$ cat src/rtl/fd_de_pipe_regs.sv
// Fetch PC, Fetch/Decode and Decode/Execute pipeline registers driven by the
// hazard unit's stall/flush requests, plus saturating stall/flush event counters.
module fd_de_pipe_regs #(
    parameter int              PC_W     = 32,
    parameter int              INSTR_W  = 32,
    parameter int              RA_W     = 8,
    parameter int              DATA_W   = 32,
    parameter int              CTRL_W   = 12,
    parameter int              CNT_W    = 16,
    parameter logic [PC_W-1:0] RESET_PC = '0
) (
    input  logic               clk,
    input  logic               reset,
    input  logic               StallF,
    input  logic               StallD,
    input  logic               FlushD,
    input  logic               FlushE,
    input  logic               BranchTakenE,
    input  logic [PC_W-1:0]    BranchTargetE,
    input  logic [INSTR_W-1:0] InstrF,
    output logic [PC_W-1:0]    PCF,
    output logic [INSTR_W-1:0] InstrD,
    output logic [PC_W-1:0]    PCPlus4D,
    output logic               ValidD,
    input  logic [DATA_W-1:0]  RD1D,
    input  logic [DATA_W-1:0]  RD2D,
    input  logic [RA_W-1:0]    RA1D,
    input  logic [RA_W-1:0]    RA2D,
    input  logic [RA_W-1:0]    WA3D,
    input  logic [CTRL_W-1:0]  CtrlD,
    output logic [DATA_W-1:0]  RD1E,
    output logic [DATA_W-1:0]  RD2E,
    output logic [RA_W-1:0]    RA1E,
    output logic [RA_W-1:0]    RA2E,
    output logic [RA_W-1:0]    WA3E,
    output logic [CTRL_W-1:0]  CtrlE,
    output logic [PC_W-1:0]    PCPlus4E,
    output logic               ValidE,
    output logic [CNT_W-1:0]   StallCount,
    output logic [CNT_W-1:0]   FlushCount
);

    logic [PC_W-1:0]    pcf_reg;
    logic [PC_W-1:0]    pcf_plus4;
    logic [INSTR_W-1:0] instr_d_reg;
    logic [PC_W-1:0]    pcplus4_d_reg;
    logic               valid_d_reg;
    logic [DATA_W-1:0]  rd1_e_reg, rd2_e_reg;
    logic [RA_W-1:0]    ra1_e_reg, ra2_e_reg, wa3_e_reg;
    logic [CTRL_W-1:0]  ctrl_e_reg;
    logic [PC_W-1:0]    pcplus4_e_reg;
    logic               valid_e_reg;

    assign pcf_plus4 = pcf_reg + PC_W'(4);

    // Branch redirect wins over a fetch stall so a taken branch is never lost.
    always_ff @(posedge clk) begin
        if (reset) begin
            pcf_reg <= RESET_PC;
        end else if (BranchTakenE) begin
            pcf_reg <= BranchTargetE;
        end else if (!StallF) begin
            pcf_reg <= pcf_plus4;
        end
    end

    // A stall outranks a flush; the flush request is dropped in that cycle.
    always_ff @(posedge clk) begin
        if (reset) begin
            instr_d_reg   <= '0;
            pcplus4_d_reg <= '0;
            valid_d_reg   <= 1'b0;
        end else if (StallD) begin
            instr_d_reg   <= instr_d_reg;
            pcplus4_d_reg <= pcplus4_d_reg;
            valid_d_reg   <= valid_d_reg;
        end else if (FlushD) begin
            instr_d_reg   <= '0;
            pcplus4_d_reg <= '0;
            valid_d_reg   <= 1'b0;
        end else begin
            instr_d_reg   <= InstrF;
            pcplus4_d_reg <= pcf_plus4;
            valid_d_reg   <= 1'b1;
        end
    end

    always_ff @(posedge clk) begin
        if (reset || FlushE) begin
            rd1_e_reg     <= '0;
            rd2_e_reg     <= '0;
            ra1_e_reg     <= '0;
            ra2_e_reg     <= '0;
            wa3_e_reg     <= '0;
            ctrl_e_reg    <= '0;
            pcplus4_e_reg <= '0;
            valid_e_reg   <= 1'b0;
        end else begin
            rd1_e_reg     <= RD1D;
            rd2_e_reg     <= RD2D;
            ra1_e_reg     <= RA1D;
            ra2_e_reg     <= RA2D;
            wa3_e_reg     <= WA3D;
            // An empty decode slot must never carry RegWrite/MemtoReg into E.
            ctrl_e_reg    <= valid_d_reg ? CtrlD : '0;
            pcplus4_e_reg <= pcplus4_d_reg;
            valid_e_reg   <= valid_d_reg;
        end
    end

    logic [1:0] cnt_evt;
    assign cnt_evt = {FlushE, StallD};

    genvar gi;
    generate
        for (gi = 0; gi < 2; gi++) begin : g_cnt
            logic [CNT_W-1:0] cnt_reg;
            always_ff @(posedge clk) begin
                if (reset) begin
                    cnt_reg <= '0;
                end else if (cnt_evt[gi] && (cnt_reg != {CNT_W{1'b1}})) begin
                    cnt_reg <= cnt_reg + 1'b1;
                end
            end
        end
    endgenerate

    assign PCF        = pcf_reg;
    assign InstrD     = instr_d_reg;
    assign PCPlus4D   = pcplus4_d_reg;
    assign ValidD     = valid_d_reg;
    assign RD1E       = rd1_e_reg;
    assign RD2E       = rd2_e_reg;
    assign RA1E       = ra1_e_reg;
    assign RA2E       = ra2_e_reg;
    assign WA3E       = wa3_e_reg;
    assign CtrlE      = ctrl_e_reg;
    assign PCPlus4E   = pcplus4_e_reg;
    assign ValidE     = valid_e_reg;
    assign StallCount = g_cnt[0].cnt_reg;
    assign FlushCount = g_cnt[1].cnt_reg;

endmodule

$ cat config.mk
export PLATFORM = sky130hd
export DESIGN_NAME = fd_de_pipe_regs
export DESIGN_NICKNAME = d
export VERILOG_FILES = /design/src/rtl/fd_de_pipe_regs.sv
export SDC_FILE = /design/constraint.sdc
export NUM_CORES = 1
export LEC_CHECK = 0
export BUFFER_PORTS_ARGS = -buffer_cell sky130_fd_sc_hd__buf_2
export CAP_MARGIN = 20
export CORE_AREA = 8 8 162 164
export CTS_BUF_LIST = sky130_fd_sc_hd__clkbuf_4
export DETAILED_ROUTE_END_ITERATION = 16
export DIE_AREA = 0 0 170 172
export PLACE_DENSITY_LB_ADDON = 0.15
export SLEW_MARGIN = 10
export SYNTH_ARGS = -nofsm -noshare
export SYNTH_HDL_FRONTEND = slang
export SYNTH_SLANG_ARGS = --single-unit
$ cat constraint.sdc
create_clock -name clk -period 4.7 [get_ports clk]
set_input_delay 0.705 -clock clk [delete_from_list [all_inputs] [get_ports clk]]
set_output_delay 0.705 -clock clk [all_outputs]
set_load 0.01 [all_outputs]
==> reports/qor.yml <==
status:
  status: "complete, no violations"
placed_design:
  gp_congestion: 0.8224
  hpwl_mm: 25.44
  io_buffer_count: 432
worst_setup_path:
  path_max_fanout: 11
  critPathKind: "reg -> reg"
  crit_path_start_kind: "register"
  reg2reg_from: "PCF[2]$_SDFFE_PP0N_"
  crit_path_start: "PCF[2]$_SDFFE_PP0N_"
  end_kind: "register"
  arrival_ns: 3.14
  crit_required_ns: 5.21
power_and_ir_drop:
  switching_share: 0.2469
  seqPwrFrac: 0.492
  power.leakage_nw: 6.076
  p_clk_frac: 0.427
  power_frac_comb: 0.082
  intPower_mw: 3.634
  p_total_mw: 4.826
  power.switching_mw: 1.192
  p_per_area_nw_per_um2: 370.6
  ir_drop_v: 0.0001681
global_route:
  grt_max_degree: 134
  grt_overflow_total: 0
  antenna_found_initial: 8
  grt_use_total: 0.2219
  grt_pass1_wl_mm: 51.65
  grt_pass1_vias: 9210
drt:
  post_drt_wl_per_cell_um: 18.56
  drc: 0
  final_antenna_net_count: 0
  via_per_inst: 5.099
  firstDrtPassIters: 5
  drt_first_iter_violations: 647
  vias: 9423
  drt-total-wl_mm: 34.30
yosys:
  seq_area_frac_synth: 0.5370
  synth_edf_count: 0
  ys_warn_count: 0
  synth_largest_area_cell: "dfxtp_1"
  synth_flop_cell: "dfxtp_1"
  synthTopCellsByArea: "dfxtp_1 (54%), and2_1 (7.9%), nor2_1 (3.7%)"
  synth_top_area_frac: 0.5370
  synth.ff_latch_count: 262
  yosysUniqueCellTypes: 53
  syn-cell-area_um2: 9768
  postSynth.asyncResetShare: 0
  synth.net_count: 1213
  syn_avg_cell_area_um2: 9.401
  synth_cells: 1039
timing:
  fin_hold_ws_ns: 0.2553
  fin_tns_setup_ns: 0
  max-slew-margin-rel: 0.2752
  slew_violations: 0
  worst_pin_slew_ns: 1.087
  fmax_mhz: 381.4
  period_share: 0.5579
  rsz0062_at_grt: "no"
  finalSetupViolCount: 0
  post-route-min-period_ns: 2.622
  hold_viol: 0
  fin_worst_skew_ns: 0.03552
clocking:
  numClockSinks: 262
  cts_setup_buffers: 0
  ctsHoldBuffers: 0
  clk_pin_slew_ns: 0.06
  cts_max_path_buffers: 3
  clk_latency_ns: 0.65
  numCtsBuffers: 72
  htreeDepth: 3
  cts_tree: "built"
  cts_resized: 0
  cts_root_buf: "clkbuf_4"
finish:
  regArea_um2: 5245
  final_cell_mix: "buf_2 (431), dfxtp_1 (262), and2_1 (123), clkbuf_4 (103), nor2_1 (94)"
  multi_input_area_um2: 4177
  layout_commonest_cell: "buf_2"
  drive_gt1_frac: 0.3754
  fill_cells: 2365
  nNetsFinal: 1653
  area_growth_pct: 33.32
min_path:
  hold_path.class: "in -> reg"
  holdCritStartpoint: "RD2D[26]"
floorplanning:
  ios: 433
  core_area_um2: 23820
  die_x_um: 170
  die_y_um: 172
  die-area_um2: 29240
  rows: 57
  initial_utilization: 0.4101
flow_run:
  maxCapViolCount: 0
registers in the layout (all words and copies together) (netlist names):
| name | cells |
|---|---|
| InstrD | 32 |
| PCF | 32 |
| PCPlus4D | 32 |
| PCPlus4E | 32 |
| RD1E | 32 |
| RD2E | 32 |
| FlushCount | 16 |
| StallCount | 16 |
| CtrlE | 12 |
| RA1E | 8 |
| RA2E | 8 |
| WA3E | 8 |
| ValidD | 1 |
| ValidE | 1 |
critical path, cell delays in order (launching register included):
cell     delay [ns]
dfxtp_1        0.42
ha_1           0.26
nand3_1        0.36
nor4_1         0.96
a21oi_1        0.13
or3b_1         0.37
power groups by stage:
| stage | clock, mW | sequential [mW] | combinational (mW) |
|---|---|---|---|
| final | 2.06 | 2.37 | 0.394 |
| after floorplan | 0 | 2.43 | 0.172 |
| after global routing | 2.26 | 2.38 | 0.436 |
| after global placement | 0 | 2.42 | 0.394 |
| after detailed placement | 0 | 2.42 | 0.399 |
| after CTS | 2.14 | 2.37 | 0.400 |
cell families (layout without fill, tap and decap cells):
family                   count (synthesis)  in the layout  synth area share
XOR/XNOR                                20             20           0.01793
multiplexers                            10             10           0.01102
other                                    0              3                 0
adder cells (fa/ha/maj)                  3              3          0.003843
buffers and inverters                   87            569           0.03651
flip-flops                             262            262            0.5370
AO/OA/AOI/OAI                          176            176            0.1242
AND/OR/NAND/NOR                        481            481            0.2695
cells in the mapped netlist, drive strengths merged (12+ instances only):
cell type	instances
and2	123
nand4	20
a22oi	34
nor2b	12
nor3	25
o21ai	23
dfxtp	262
nand2	59
and3	22
a211oi	13
nand3	38
clkbuf	59
nor4	20
xnor2	18
or3	16
o31ai	14
a311oi	13
or4	24
nor2	96
a21oi	38
buf	18
per-layer routing:
| metal | wire [µm] | share of wire | global-route usage |
|---|---|---|---|
| met5 | 60 | 0.0017 | 0 |
| met4 | 698 | 0.020 | 0.08124 |
| met3 | 3569 | 0.10 | 0.09178 |
| met2 | 16770 | 0.49 | 0.3772 |
| met1 | 13210 | 0.39 | 0.2467 |
worst paths after layout:
check / cells past startpoint / endpoint / slack, ns
setup reg to reg: 5 / PCPlus4D[30]$_SDFFE_PP0N_ / 2.08
hold / removal: 2 / RD2E[26]$_SDFF_PP0_ / 0.26
setup / recovery: 5 / PCPlus4D[30]$_SDFFE_PP0N_ / 2.08
hold reg to reg: 2 / PCPlus4D[19]$_SDFFE_PP0N_ / 0.47
stage by stage:
step	setup slack, ns	utilization	instance area (µm²)	cells
2_1_floorplan	2.468	-	9768	1039
6_report	2.078	0.5467	13020	1848
3_3_place_gp	1.989	0.5081	12100	1728
3_5_place_dp	1.982	0.5081	12100	1728
4_1_cts	2.101	0.5462	13010	1844
5_1_grt	1.846	0.5467	13020	1848
area by class of cell:
| cell class | instances | share of cell area |
|---|---|---|
| antenna | 3 | 0.0005765 |
| clock buffer | 103 | 0.05938 |
| clock inverter | 13 | 0.01018 |
| inverter | 10 | 0.002882 |
| multi-input combinational | 690 | 0.3207 |
| sequential | 262 | 0.4028 |
| tap | 324 | 0.03113 |
| timing repair buffer | 443 | 0.1724 |
Note: power is estimated with default switching activity, not from simulation.
